`src/rtl/mtr_drv_pwm.sv`:
```
// H-bridge PWM driver for the two wheel motors of the balance controller.
// Period-synchronous duty updates with a dead interval on every direction reversal.

module mtr_drv_side #(
    parameter int unsigned PWM_W        = 11,
    parameter int unsigned DEAD_PERIODS = 1
) (
    input  logic             clk,
    input  logic             rst_n,
    input  logic [PWM_W-1:0] cnt,
    input  logic             smp,
    input  logic [PWM_W-1:0] spd,
    input  logic             rev,
    output logic             pwm1,
    output logic             pwm2
);
    localparam int unsigned DW = (DEAD_PERIODS > 1) ? $clog2(DEAD_PERIODS + 1) : 1;

    typedef enum logic {RUN, DEAD} state_t;

    state_t           state;
    logic             dir;
    logic [PWM_W-1:0] duty;
    logic [DW-1:0]    dead_cnt;

    // Sample point is cnt==max, so the pwm term is always 0 on the edge where
    // state/dir change: the legs can never overlap across a reversal.
    always_ff @(posedge clk or negedge rst_n) begin
        if (!rst_n) begin
            state    <= RUN;
            dir      <= 1'b0;
            duty     <= '0;
            dead_cnt <= '0;
            pwm1     <= 1'b0;
            pwm2     <= 1'b0;
        end else begin
            pwm1 <= (state == RUN) && !dir && (cnt < duty);
            pwm2 <= (state == RUN) &&  dir && (cnt < duty);
            if (smp) begin
                case (state)
                    RUN: begin
                        if (rev != dir) begin
                            state    <= DEAD;
                            dead_cnt <= '0;
                        end else begin
                            duty <= spd;
                        end
                    end
                    DEAD: begin
                        // Last dead boundary: take the latest sample, whichever direction it names.
                        if (dead_cnt == DW'(DEAD_PERIODS - 1)) begin
                            state <= RUN;
                            dir   <= rev;
                            duty  <= spd;
                        end else begin
                            dead_cnt <= dead_cnt + DW'(1);
                        end
                    end
                    default: state <= RUN;
                endcase
            end
        end
    end
endmodule

module mtr_drv_pwm #(
    parameter int unsigned PWM_W        = 11,
    parameter int unsigned DEAD_PERIODS = 1
) (
    input  logic             clk,
    input  logic             rst_n,
    input  logic [PWM_W-1:0] lft_spd,
    input  logic             lft_rev,
    input  logic [PWM_W-1:0] rght_spd,
    input  logic             rght_rev,
    output logic             PWM1_lft,
    output logic             PWM2_lft,
    output logic             PWM1_rght,
    output logic             PWM2_rght,
    output logic             prd_strt
);
    localparam logic [PWM_W-1:0] CNT_MAX = '1;

    logic [PWM_W-1:0] cnt;
    logic             smp;

    assign smp = (cnt == CNT_MAX);

    // Free-running period counter and period-start pulse.
    always_ff @(posedge clk or negedge rst_n) begin
        if (!rst_n) begin
            cnt      <= '0;
            prd_strt <= 1'b0;
        end else begin
            cnt      <= cnt + PWM_W'(1);
            prd_strt <= smp;
        end
    end

    mtr_drv_side #(.PWM_W(PWM_W), .DEAD_PERIODS(DEAD_PERIODS)) u_lft (
        .clk   (clk),
        .rst_n (rst_n),
        .cnt   (cnt),
        .smp   (smp),
        .spd   (lft_spd),
        .rev   (lft_rev),
        .pwm1  (PWM1_lft),
        .pwm2  (PWM2_lft)
    );

    mtr_drv_side #(.PWM_W(PWM_W), .DEAD_PERIODS(DEAD_PERIODS)) u_rght (
        .clk   (clk),
        .rst_n (rst_n),
        .cnt   (cnt),
        .smp   (smp),
        .spd   (rght_spd),
        .rev   (rght_rev),
        .pwm1  (PWM1_rght),
        .pwm2  (PWM2_rght)
    );
endmodule

```
`config.mk`:
```
export PLATFORM = sky130hd
export DESIGN_NAME = mtr_drv_pwm
export DESIGN_NICKNAME = d
export VERILOG_FILES = /design/src/rtl/mtr_drv_pwm.sv
export SDC_FILE = /design/constraint.sdc
export NUM_CORES = 1
export LEC_CHECK = 0
export BUFFER_PORTS_ARGS = -buffer_cell sky130_fd_sc_hd__buf_2
export CAP_MARGIN = 20
export CORE_MARGIN = 1.5
export CORE_UTILIZATION = 50
export CTS_BUF_LIST = sky130_fd_sc_hd__clkbuf_4 sky130_fd_sc_hd__clkbuf_8 sky130_fd_sc_hd__clkbuf_16
export CTS_CLUSTER_SIZE = 40
export DETAILED_ROUTE_END_ITERATION = 16
export GPL_TIMING_DRIVEN = 0
export PLACE_DENSITY_LB_ADDON = 0.3
export SETUP_SLACK_MARGIN = 0.1
export SYNTH_ARGS = -nofsm -noshare
export SYNTH_HDL_FRONTEND = slang
export SYNTH_SLANG_ARGS = --single-unit
```
`constraint.sdc`:
```
create_clock -name clk -period 1.75 [get_ports clk]
set_input_delay 0.35 -clock clk [delete_from_list [all_inputs] [get_ports clk]]
set_output_delay 0.35 -clock clk [all_outputs]
set_load 0.01 [all_outputs]
```
* Yosys cells after proc, flatten, opt, wreduce, memory -nomap -nowiden
Index checks and enable logic that the tools add are counted.
** Cells by class
- Mux-type cells :: 18
- Equality and inequality tests :: 9
- $lt $le $gt $ge :: 2
- Add/subtract/negate cells :: 3
- Reduce and logical (&&, ||, !) cells :: 16
- Bitwise logic cells :: 4
** Operators by type and width (number)
- $mux W11 :: 4
- $pmux W11 S2 :: 2
- $lt A11 B11 Y1 :: 2
- $ne A2 B2 Y1 const B :: 6
- $reduce_and A3 Y1 :: 4
- $add A11 B1 Y11 const B :: 1
- $eq A11 B11 Y1 const B :: 1
- $logic_and A1 B1 Y1 :: 8
- $mux W1 :: 8
- $pmux W1 S2 :: 4
- $not A1 Y1 :: 4
- $reduce_and A2 Y1 :: 2
- $add A1 B1 Y1 const B :: 2
- $logic_not A1 Y1 :: 2
- $ne A1 B1 Y1 :: 2
** Word-level totals
- Word-level logic and storage cells :: 66
- Register bits after elaboration :: 44
- Output and inout bits :: 5
- Bits of input ports :: 26

* Logic depth before layout (Yosys ltp)
- Depth in word-level cells :: 3
- Depth in mapped cells :: 6
- Gate-level depth less buffers :: 6

* Hierarchy
Synthesis repeated with hierarchy kept, for this count alone.
** Second synthesis, totals
- Cells, all modules :: 178
- Area total of the unflattened synthesis :: 2137.0 um2
** By module, submodules not included
- mtr_drv_side :: cells each 69, area an instance 817.0 um2, times used 2, seq. area each 375.4 um2
- mtr_drv_pwm :: cells each 40, area an instance 503.0 um2, times used 1, seq. area each 300.3 um2

* Worst setup path before layout
OpenSTA, ideal clock, no wires.
- Path kind :: register to register
- Start point :: register cnt[1]
- End point :: register u_lft.duty[1]
- Period minus slack after synthesis :: 1906 ps
- Arrival time :: 1781 ps
- Library setup time :: 125 ps
- Slack :: -156 ps
- Cell stages (with the launch flop) :: 7
- Path buffers :: 1
- Required time :: 1625 ps
- Path through :: dfrtp_1 ha_1 nand4_1 nor4_4 o21a_4 buf_12 mux2_4
** Between the ends
- Word-level cells in the longest chain between the ends :: 2
** Ends and longest elaborated chain
- from (decl) :: RTL line 84 : logic [PWM_W-1:0] cnt;
- from (signal assigned) :: RTL line 95 : cnt <= cnt + PWM_W'(1);
- $eq A11 B11 Y1 :: RTL line 87 : assign smp = (cnt == CNT_MAX);
- via smp :: RTL line 85 : logic smp;
- $reduce_and A3 Y1 (no source line)
- to (signal assigned) :: RTL line 46 : duty <= spd;
- to (signal assigned) :: RTL line 54 : duty <= spd;
- to (decl) :: RTL line 23 : logic [PWM_W-1:0] duty;
The timed path passes the listed nets, and every way through them passes these cells.
A chain may end at the register's enable or synchronous reset.

* Worst setup path after layout
- Start point :: register cnt[8]
- End point :: register u_lft.duty[1]
Same word-level chain as after synthesis.

==> impl_metrics.json <==
{
  "fin_util": 0.6560,
  "crit_chain": "inv_1, nor4_4, buf_4, o21a_4, buf_12, mux2_4",
  "p_per_area_nw_per_um2": 682.2,
  "port_buffers": 30,
  "clk_pin_slew_ps": 80,
  "min_period_ps": 1742,
  "syn_area_per_cell_um2": 12.48,
  "path_class": "flop to flop",
  "diodes": 0,
  "syn-cell-area_um2": 2246,
  "cp-end-kind": "flop",
  "arrival_ps": 1920,
  "synthCells": 180,
  "setup_viol": 0,
  "synthXorXnorAreaFrac": 0.04290,
  "grt_pass1_wl_um": 6555,
  "die_y_um": 70.02,
  "crit_family": "flip-flops",
  "coreArea_um2": 4324,
  "clock_latency_ps": 290,
  "status": "finished, final reports clean",
  "gp_congestion": 0.6999,
  "cts_tree": "built",
  "grt_start_max_net_pins": 43,
  "nets": 278,
  "worstSetupStartpointType": "flop",
  "fp.dieW_um": 70.02,
  "die_area_um2": 4903,
  "synth_top_cells_by_area": "dfrtp_1, mux2_4, ha_1",
  "dp_hpwl_um": 2594,
  "finalHoldViolations": 0,
  "power_uw": 1935,
  "crit_buf_inv": 3,
  "dr_total_vias": 1491,
  "cp_data_required_time_ps": 1920,
  "muxShareOfSynthArea": 0.1504,
  "met1_usage": 0.2216,
  "cts_hold_buf": 0,
  "yosys_warnings": 0,
  "worst_slew_pin_slew_ps": 912.3,
  "instances_no_fill": 284,
  "synth_cell_types": 26,
  "period_share": 0.9956,
  "crit_path_max_fanout": 10,
  "wl_um": 4053,
  "grt_pass1_vias": 1439,
  "ys_ff_latch": 42,
  "rsz0062_at_grt": "true",
  "root_buffer": "clkbuf_8",
  "initial_core_util": 0.5194,
  "post_drt_wl_per_cell_um": 14.27,
  "slowest_delay_ps": 470,
  "drv_slew": 0,
  "setup_tns_ps": 0,
  "routed_via_density": 5.250,
  "leakagePower_uw": 0.001333,
  "groute.layer.met3.usage": 0.05628,
  "synth_top_family_by_area": "multiplexers",
  "drc": 0,
  "vdd_drop_max_v": 0.0008345,
  "cpMaxStageDelayCell": "dfrtp_1",
  "antenna_left": 0,
  "yosysSeqAreaShare": 0.4680,
  "dp.cells": 262,
  "rows": 24,
  "cts_sinks": 42,
  "post-place-ws_ps": -284.6,
  "max_cap_violations": 0,
  "cts_buffers": 5,
  "synthAdderAreaFrac": 0.1170,
  "ios": 31,
  "htree_levels": 2,
  "drive_gt1_frac": 0.4569,
  "synth_nets": 227,
  "grt_usage": 0.1696,
  "grt_overflow": 0,
  "synthToLayoutAreaGrowth_pct": 26.30,
  "yosys.area_share.simple": 0.09972,
  "fillers": 329,
  "hold_path.class": "input pin to async pin",
  "fmax_mhz": 574.0,
  "clock_path_buffers": 2,
  "dr.pass1.iters": 4,
  "grtUsageMet2": 0.2751,
  "synth_top_area_share": 0.4680,
  "yosysTopAreaCell": "dfrtp_1",
  "max_slew_margin": 0.3918,
  "antenna_found_initial": 0,
  "setup_slack_ps": 7.746,
  "top_usage_layer": "met2",
  "synth-compound-area-share": 0.06574,
  "drtIter0Drc": 42,
  "fin_worst_skew_ps": 7.905
}
[timing repair]
item                       in CTS  in global routing
setup endpoints to repair      30                 30
buffers inserted               10                  4
pin swaps                       4                  7
gates resized for setup         9                 18
[path summary, 6_finish.rpt]
kind | slack, ps | cells past startpoint | startpoint | to
setup / recovery | 8 | 6 | cnt[8] | u_lft.duty[1]
hold / removal | 180 | 1 | rst_n | u_rght.duty[2]
setup reg to reg | 8 | 6 | cnt[8] | u_lft.duty[1]
hold reg to reg | 510 | 1 | u_rght.duty[10] | u_rght.duty[10]
max in group asynchronous | 930 | 1 | rst_n | cnt[0]
min in group clk | 280 | 2 | rght_spd[3] | u_rght.duty[3]
[Yosys cell counts]
cell / n
a21o_1: 2
a211oi_1: 6
o221ai_1: 2
nor4_4: 1
or3_1: 2
nand4_2: 1
nand3_1: 3
buf_12: 2
a21oi_1: 6
mux2_2: 6
inv_1: 23
nand2b_1: 2
and3_2: 1
xor2_1: 2
dfrtp_1: 42
nand2_1: 8
and4_2: 1
nand4_1: 4
xnor2_1: 9
and4_1: 4
ha_1: 21
nor2_1: 8
o21ai_0: 2
o21a_4: 2
nor2b_1: 2
mux2_4: 18
[power by group]
group          switching (uW)  internal [uW]
clock                     334            571
sequential               2.76            972
combinational            28.9           25.7
total                     366           1570
[per-layer routing]
metal / up-vias / part of all wire
li1: 732 / -
met1: 710 / 0.45
met2: 39 / 0.48
met3: 10 / 0.048
met4: 0 / 0.021
met5: - / 0
[layout make-up]
class	count	area (um^2)	area share
multi-input cells	113	1176	0.4146
flip-flops and latches	42	1061	0.3741
repair buffers	44	270.3	0.09528
inverters	23	86.33	0.03044
clock buffers	5	68.82	0.02426
clock inverters	3	68.82	0.02426
well taps	52	65.06	0.02294
plain buffers	2	40.04	0.01412
[cell usage in the layout, fill, tap and decap left out, drive strengths merged, types with 3 or more instances in the layout]
cell type  netlist  final
a211oi           6      6
a21oi            6      6
and4             5      5
buf              2     46
clkbuf           0      5
dfrtp           42     42
ha              21     21
inv             23     23
mux2            24     24
nand2            8      8
nand3            3      3
nand4            5      5
nor2             8      8
xnor2            9      9
[kinds of logic after synthesis]
logic type | count (synthesis)
xor gates and xnor gates | 11
adders and majority gates | 21
muxes | 24
AOI/OAI and AO/OA | 20
buffers and inverters | 25
DFF | 42
and+or+nand+nor | 37
[metrics by stage]
step | area, um^2 | hold WS (ps)
after floorplan | 2261 | 54.41
after global placement | 2476 | 490.9
after detailed placement | 2476 | 493.1
after CTS | 2745 | 203.0
after global routing | 2836 | 250.9
final | 2836 | 183.3
[registers in the layout, summed over array words and instances (netlist names)]
register and flops:
cnt 11, prd_strt 1, u_lft.dir 1, u_lft.duty 11, u_lft.pwm1 1, u_lft.pwm2 1, u_lft.state 1, u_rght.dir 1
u_rght.duty 11, u_rght.pwm1 1, u_rght.pwm2 1, u_rght.state 1
[worst reg2reg max path: cells and delay by family (launching register included)]
| kind | cells | cell delay, ps |
|---|---|---|
| mux | 1 | 300 |
| simple gates | 1 | 270 |
| compound gates | 1 | 160 |
| flops | 1 | 470 |
| buf+inv | 3 | 430 |
Power figures use the tool's default switching activity.
